**src/rtl/seq_grid_pkg.sv**
```systemverilog
// Shared types and helpers for the step-sequencer grid.
package seq_grid_pkg;

   localparam int DISP_DIM = 16;

   typedef logic [DISP_DIM-1:0][DISP_DIM-1:0] pixel_frame_t;

   typedef enum logic {
      IDLE,
      CLEAR
   } clr_state_t;

   // Index width for n entries, never narrower than one bit.
   function automatic int idx_w(input int n);
      return (n > 1) ? $clog2(n) : 1;
   endfunction

endpackage

```
**src/rtl/step_quantizer.sv**
```systemverilog
// Turns the playback position into a clamped, registered step index and
// pulses step_tick whenever that index changes.
module step_quantizer
   import seq_grid_pkg::*;
#(
   parameter int STEPS     = 15,
   parameter int POS_W     = 11,
   parameter int STEP_LEN  = 146,
   localparam int STEP_W   = idx_w(STEPS)
) (
   input  logic              clk,
   input  logic              reset,
   input  logic [POS_W-1:0]  pos,
   output logic [STEP_W-1:0] step_idx,
   output logic              step_tick
);

   logic [31:0]       quot;
   logic [STEP_W-1:0] step_d, step_q;
   logic              tick_d, tick_q;
   logic              armed_q;   // low on the first cycle after reset, suppresses a spurious tick

   // Divide the position into whole steps; positions past the loop end hold the last step.
   always_comb begin
      quot   = 32'(pos) / 32'(STEP_LEN);
      step_d = (quot >= 32'(STEPS)) ? STEP_W'(STEPS - 1) : STEP_W'(quot);
      tick_d = armed_q && (step_d != step_q);
   end

   // Step register, change pulse and post-reset arming flag.
   always_ff @(posedge clk) begin
      // NOTE: non-blocking assignments so every flop samples pre-edge values.
      if (!reset) begin
         step_q  <= '0;
         tick_q  <= 1'b0;
         armed_q <= 1'b0;
      end else begin
         step_q  <= step_d;
         tick_q  <= tick_d;
         armed_q <= 1'b1;
      end
   end

   assign step_idx  = step_q;
   assign step_tick = tick_q;

endmodule

```
**src/rtl/step_sequencer_grid.sv**
```systemverilog
// Step-sequencer grid: pattern storage with record/erase/clear, per-row
// gate playback with mute, and the 16x16 red/green LED frame.
module step_sequencer_grid
   import seq_grid_pkg::*;
#(
   parameter int ROWS      = 8,
   parameter int STEPS     = 15,
   parameter int POS_W     = 11,
   parameter int STEP_LEN  = 146,
   localparam int SEL_W    = idx_w(ROWS),
   localparam int STEP_W   = idx_w(STEPS)
) (
   input  logic              clk,
   input  logic              reset,
   input  logic [POS_W-1:0]  pos,
   input  logic [SEL_W-1:0]  note_sel,
   input  logic              write,
   input  logic              erase,
   input  logic              clear_req,
   input  logic [ROWS-1:0]   mute,
   output logic              busy,
   output logic [ROWS-1:0]   gate_out,
   output logic [STEP_W-1:0] step_idx,
   output logic              step_tick,
   output pixel_frame_t      RedPixels,
   output pixel_frame_t      GrnPixels
);

   clr_state_t                 state_q, state_d;
   logic [SEL_W-1:0]           clr_row_q, clr_row_d;
   logic [ROWS-1:0][STEPS-1:0] pattern_q, pattern_d;
   logic [ROWS-1:0]            gate_q, gate_d;
   pixel_frame_t               red_q, red_d, grn_q, grn_d;
   logic                       sel_ok;

   step_quantizer #(
      .STEPS    (STEPS),
      .POS_W    (POS_W),
      .STEP_LEN (STEP_LEN)
   ) u_quant (
      .clk       (clk),
      .reset     (reset),
      .pos       (pos),
      .step_idx  (step_idx),
      .step_tick (step_tick)
   );

   assign busy   = (state_q == CLEAR);
   assign sel_ok = (int'(note_sel) < ROWS);

   // Clear FSM: sweep one row per cycle from row 0 up, then return to idle.
   always_comb begin
      // NOTE: defaults first so every path assigns and no latch is inferred.
      state_d   = state_q;
      clr_row_d = clr_row_q;
      case (state_q)
         IDLE: begin
            if (clear_req) begin
               state_d   = CLEAR;
               clr_row_d = '0;
            end
         end
         CLEAR: begin
            if (int'(clr_row_q) == ROWS - 1) begin
               state_d   = IDLE;
               clr_row_d = '0;
            end else begin
               clr_row_d = clr_row_q + SEL_W'(1);
            end
         end
         default: state_d = IDLE;
      endcase
   end

   // Pattern update: the clear sweep locks out editing; erase beats write.
   always_comb begin
      pattern_d = pattern_q;
      if (state_q == CLEAR) begin
         pattern_d[clr_row_q] = '0;
      end else if (sel_ok) begin
         if (erase)
            pattern_d[note_sel][step_idx] = 1'b0;
         else if (write)
            pattern_d[note_sel][step_idx] = 1'b1;
      end
   end

   // Gates and LED frames from the current pattern, step, cursor row and mutes.
   always_comb begin
      gate_d = '0;
      red_d  = '0;
      grn_d  = '0;
      for (int r = 0; r < ROWS; r++) begin
         gate_d[r]   = pattern_q[r][step_idx] & ~mute[r];
         red_d[r][0] = mute[r];
         for (int s = 0; s < STEPS; s++) begin
            grn_d[r][DISP_DIM-1-s] = pattern_q[r][s];
            if (sel_ok && int'(note_sel) == r && int'(step_idx) == s)
               red_d[r][DISP_DIM-1-s] = 1'b1;
         end
      end
   end

   // State, pattern storage and output registers.
   always_ff @(posedge clk) begin
      if (!reset) begin
         state_q   <= IDLE;
         clr_row_q <= '0;
         // NOTE: the pattern is a small flop array, so reset clears it like any other state.
         pattern_q <= '0;
         gate_q    <= '0;
         red_q     <= '0;
         grn_q     <= '0;
      end else begin
         state_q   <= state_d;
         clr_row_q <= clr_row_d;
         pattern_q <= pattern_d;
         gate_q    <= gate_d;
         red_q     <= red_d;
         grn_q     <= grn_d;
      end
   end

   assign gate_out  = gate_q;
   assign RedPixels = red_q;
   assign GrnPixels = grn_q;

endmodule

```
**config.mk**
```make
export PLATFORM = sky130hd
export DESIGN_NAME = step_sequencer_grid
export DESIGN_NICKNAME = d
export VERILOG_FILES = /design/src/rtl/seq_grid_pkg.sv /design/src/rtl/step_quantizer.sv /design/src/rtl/step_sequencer_grid.sv
export SDC_FILE = /design/constraint.sdc
export NUM_CORES = 1
export LEC_CHECK = 0
export BUFFER_PORTS_ARGS = -buffer_cell sky130_fd_sc_hd__buf_2
export CORE_AREA = 2 2 218 220
export DETAILED_ROUTE_END_ITERATION = 8
export DIE_AREA = 0 0 220 222
export SYNTH_ARGS = -nofsm -noshare
export SYNTH_HDL_FRONTEND = slang
export SYNTH_HIERARCHICAL = 1
export SYNTH_SLANG_ARGS = --single-unit
```
**constraint.sdc**
```tcl
create_clock -name clk -period 5.75 [get_ports clk]
set_input_delay 1.15 -clock clk [delete_from_list [all_inputs] [get_ports clk]]
set_output_delay 1.15 -clock clk [all_outputs]
set_load 0.01 [all_outputs]
```
== Word level (Yosys, flattened, before mapping) ==
Index checks and enable logic that the tools add are counted.

* Bits in registers: 650
* Input bits: 27
* Output and inout port bits: 526
* Logic and storage cells: 389

* $add $sub $neg: 1
* Divide/modulo/power cells: 1
* Magnitude comparators: 7
* Equal/unequal tests: 24
* Mux-type cells: 153
* Bitwise logic cells: 22
* Reduce and logical (&&, ||, !) cells: 127

{| class="wikitable"
|+ Operators by type and width
! kind !! count
|-
| $mux W120 || 3
|-
| $and A120 B120 Y120 || 2
|-
| $not A120 Y120 || 2
|-
| $mux W1 || 132
|-
| $logic_and A1 B1 Y1 || 124
|-
| $or A120 B120 Y120 || 1
|-
| $demux W15 S3 || 2
|-
| $bmux W1 S4 || 8
|-
| $div A11 B8 Y32 const B || 1
|-
| $eq A4 B4 Y1 const B || 8
|-
| $ge A32 B4 Y1 const B || 1
|-
| $mux W15 || 2
|-
| $eq A4 B3 Y1 const B || 4
|-
| $eq A3 B3 Y1 const B || 4
|-
| $not A1 Y1 || 9
|-
| $and A1 B1 Y1 || 8
|-
| $eq A4 B2 Y1 const B || 2
|-
| $lt A3 B4 Y1 const B || 2
|-
| $eq A3 B1 Y1 const B || 2
|-
| $eq A3 B2 Y1 const B || 2
|-
| $ge A3 B1 Y1 const B || 2
|-
| $mux W3 || 2
|-
| $pmux W3 S2 || 1
|-
| $lt A4 B5 Y1 const B || 1
|-
| other kinds (10) || 10
|}

== Logic depth before layout (Yosys ltp) ==
* Depth in word-level cells: 10
* Depth in mapped cells: 15
* Gate-level depth less buffers: 14

== Hierarchy ==
Netlist, hierarchy kept.

{| class="wikitable"
|+ Modules (own cells, without submodules)
! module !! instances !! cells an instance !! area an instance (um^2) !! seq. area each (um^2)
|-
| step_sequencer_grid || 1 || 1450 || 15172.1 || 7607.3
|-
| step_quantizer || 1 || 158 || 1178.6 || 120.1
|}

== Worst setup path before layout ==
Ideal clock, no wire load.

* Path kind: in2reg
* Start point: input pos[4]
* End point: register u_quant.tick_q (netlist: u_quant/step_tick)
* Library setup time: 0.081 ns
* Arrival: 4.261 ns
* Required time: 5.669 ns
* Path slack: 1.409 ns
* Stages: 15
* Buffers on the path: 1
* Path through: buf_2 o31ai_2 nand2_1 ha_1 nand2b_1 o32ai_1 a21oi_2 mux2_2 o22a_1 o21a_1 or2_4 a32oi_2 a211oi_2 xor2_1 a41oi_1

* Word-level cells in the longest chain between the ends: 5

{| class="wikitable"
|+ Ends and longest elaborated chain
! what !! line !! text
|-
| start, declared || step_sequencer_grid.sv:15 || <nowiki>input logic [POS_W-1:0] pos,</nowiki>
|-
| $div A11 B8 Y32 * || step_quantizer.sv:25 || <nowiki>quot = 32'(pos) / 32'(STEP_LEN);</nowiki>
|-
| $ge A32 B4 Y1 || step_quantizer.sv:26 || <nowiki>step_d = (quot >= 32'(STEPS)) ? STEP_W'(STEPS - 1) : STEP_W'(quot);</nowiki>
|-
| $mux W4 * || step_quantizer.sv:26 ||
|-
| $ne A4 B4 Y1 * || step_quantizer.sv:27 || <nowiki>tick_d = armed_q && (step_d != step_q);</nowiki>
|-
| $logic_and A1 B1 Y1 * || step_quantizer.sv:27 ||
|-
| end signal, assigned || step_quantizer.sv:39 || <nowiki>tick_q <= tick_d;</nowiki>
|-
| end, declared || step_quantizer.sv:20 || <nowiki>logic tick_d, tick_q;</nowiki>
|}

Mark *: on every way between the ends. The rest lies on a longest branch, timed or not.
A chain may end at the register's enable or synchronous reset.

== Final worst setup path ==
* Start point: input pos[5]
* End point: register u_quant.tick_q (netlist: u_quant/step_tick)

The elaborated chain is that of the path after synthesis.

==> results.toml <==
[layout]
nFillCells = 4555
nets = 1882
area_delta_synth_final_pct = 13.3
drive_gt1_share_pct = 25.6
final_util_pct = 40.0

[critical_path]
cp-startpoint = "pos[5]"
timing.rr.start = "u_quant/step_idx[0]$_SDFF_PN0_"
worst_path_dominant_cell_family = "compound AO/OA/AOI/OAI gates"
worstSetupEndpointType = "flop"
cp-start-kind = "input port"
cp_num_cells = 15
reg2regPathDepth = 5
crit_type = "input port to flop"
arrival_ns = 4.87
worstPathMaxFanout = 16
cp_cell_sequence = "buf_2 -> o31ai_2 -> nand2_1 -> ha_1 -> nand2b_1 -> o32ai_1 -> a21oi_2 -> o2bb2ai_1 -> a221o_1 -> o21a_1 -> or2_4 -> a32oi_2 -> a211oi_2 -> xor2_1 -> a41oi_1"
path_buf_inv = 1
cp.required_ns = 6.24
cpPeakStageDelay_ns = 0.47
slowest_stage = "o31ai_2"

[die]
die-area_um2 = 48800
pin_count = 553
start_util_pct = 35.3
fp.dieH_um = 222
core.rowCount = 79
coreArea_um2 = 46300
fp.dieW_um = 220

[yosys]
synth.most_common_cell = "dfxtp_1"
synthTopCellsByArea = "dfxtp_1 (47%), buf_4 (13%), and2_1 (4.9%)"
yosysTopAreaCellShare_pct = 47.3
ys_warn_count = 6
syn_avg_cell_area_um2 = 10.2
synth_edf_count = 0
synthTopCellsByCount = "dfxtp_1 (386), buf_4 (279), nor2_1 (141), and2_1 (127), a21oi_1 (123)"
ys_seq_elements = 386
ys_async_sr_fraction_pct = 0
ys_types = 92
ys.flop_type = "dfxtp_1"
syn_inst = 1608
syn_area_um2 = 16400
seq_area_frac_synth_pct = 47.3
synth_top_cell_by_area = "dfxtp_1"

[place]
gp_congestion = 0.793
pre_cts_slack_ns = 0.826
hpwl_mm = 32.7
portBuffers = 287

[min_path]
min_path_type = "flop to flop"
whs_path_depth = 2
hold_path.startpoint = "u_quant/armed_q$_DFF_P_"

[sta]
finClkSkew_ns = 0.0159
hold_viol = 0
min_period_ns = 4.38
maxSlewViolCount = 0
slew_headroom_pct = 11.0
worst_slack_ns = 1.37
max_freq_mhz = 228
fin_tns_setup_ns = 0
setup_viol = 0
rsz0062_at_grt = "no"
period_share_pct = 76.2
worst_slew_pin_slew_ns = 1.33

[clock_tree]
path_clk_slew_ns = 0.06
ctsRootBufferMaster = "clkbuf_16"
cts_tree = "done"
cts_max_level = 2
post_cts_buffers = 0
worstSkewPairLatency_ns = 0.57
cts_buffers = 43
cts_buffer_depth = 3
cts.sinks = 386
cts_repair_resize_count = 0
postCtsHoldBufs = 0

[global_routing]
grt_start_max_net_pins = 97
gr-usage-all-layers_pct = 18.4
grt-ovfl-total = 0
antenna_found_initial = 7
grt_pass1_vias = 10900
grt_pass1_wl_mm = 67.9

[route]
detailedRoute.firstPassIterationCount = 5
antenna_left = 0
drc = 0
num_vias = 11800
drt-total-wl_mm = 47.4
post_drt_via_cell_ratio = 4.75
wl_per_cell_um = 19.0
drtIter0Drc = 730

[flow_run]
cap_violations = 0

[power_and_ir_drop]
p_per_area_nw_per_um2 = 325
leakage_nw = 8.04
vdd_drop_max_mv = 0.227

[status]
status = "complete, no violations"
## through the flow
| stage | hold slack [ns] | instances | area, um^2 | power (mW) |
|---|---|---|---|---|
| after floorplan | 0.401 | 1871 | 17300 | 3.31 |
| after global placement | 0.426 | 2414 | 17100 | 3.30 |
| after detailed placement | 0.425 | 2414 | 17100 | 3.30 |
| after CTS | 0.443 | 2488 | 18500 | 6.08 |
| after global routing | 0.470 | 2488 | 18500 | 6.22 |
| final | 0.437 | 2489 | 18500 | 6.02 |
## placed cells by master, fill, tap and decap left out, types with 9 or more instances in the layout
cell type and count:
a211oi_2 27, a21oi_1 123, nand2b_1 15, a211oi_1 91, nand3_1 19, o21ai_0 12, conb_1 264, buf_2 286
mux4_2 15, nor2_1 141, inv_1 15, and2_1 127, clkbuf_16 44, a21oi_2 9, dfxtp_1 382, o22ai_1 9
nand2_1 37, mux2i_1 22, nor2b_1 14, buf_4 21
## cell type report
type | instances | area [um^2] | area share (%)
multi-input cells | 1096 | 6950 | 37.5
repair buffers | 307 | 1590 | 8.58
well taps | 607 | 759 | 4.10
clock inverters | 19 | 233 | 1.26
inverters | 18 | 67.6 | 0.365
diodes | 1 | 2.50 | 0.0135
flip-flops and latches | 386 | 7730 | 41.8
clock buffers | 55 | 1190 | 6.44
## cell families after synthesis
family | count (synthesis) | share of synthesized area, %
AOI/OAI and AO/OA | 352 | 15.5
xor gates and xnor gates | 7 | 0.375
adders and majority gates | 4 | 0.291
buffers and inverters | 389 | 16.5
DFF | 386 | 47.3
muxes | 47 | 4.65
other | 1 | 0.0229
and+or+nand+nor | 422 | 15.4
## layer usage
metal | vias to the layer above | wire length, um | global-route usage (%)
met2 | 565 | 22000 | 30.0
met1 | 5608 | 20000 | 23.4
li1 | 5543 | - | -
met4 | 6 | 1580 | 7.69
met5 | - | 37 | 0
met3 | 90 | 3660 | 3.99
## power breakdown
group	switching, mW	internal [mW]
clock network	1.14	1.62
logic	0.381	0.138
registers	0.0370	2.70
## path summary, 6_finish.rpt
path | slack [ns] | end
worst max-delay path | 1.37 | u_quant/step_tick$_SDFF_PN0_
worst min-delay path | 0.44 | u_quant/step_tick$_SDFF_PN0_
worst max register to register | 2.82 | flop
worst min register to register | 0.44 | u_quant/step_tick$_SDFF_PN0_
## worst reg2reg max path: stages, from the launching register on
cell and delay (ns):
dfxtp_2 0.55, buf_4 0.64, and4b_1 1.15, a31oi_1 0.18, a21oi_1 0.17, o22ai_1 0.10
Power figures use the tool's default switching activity.
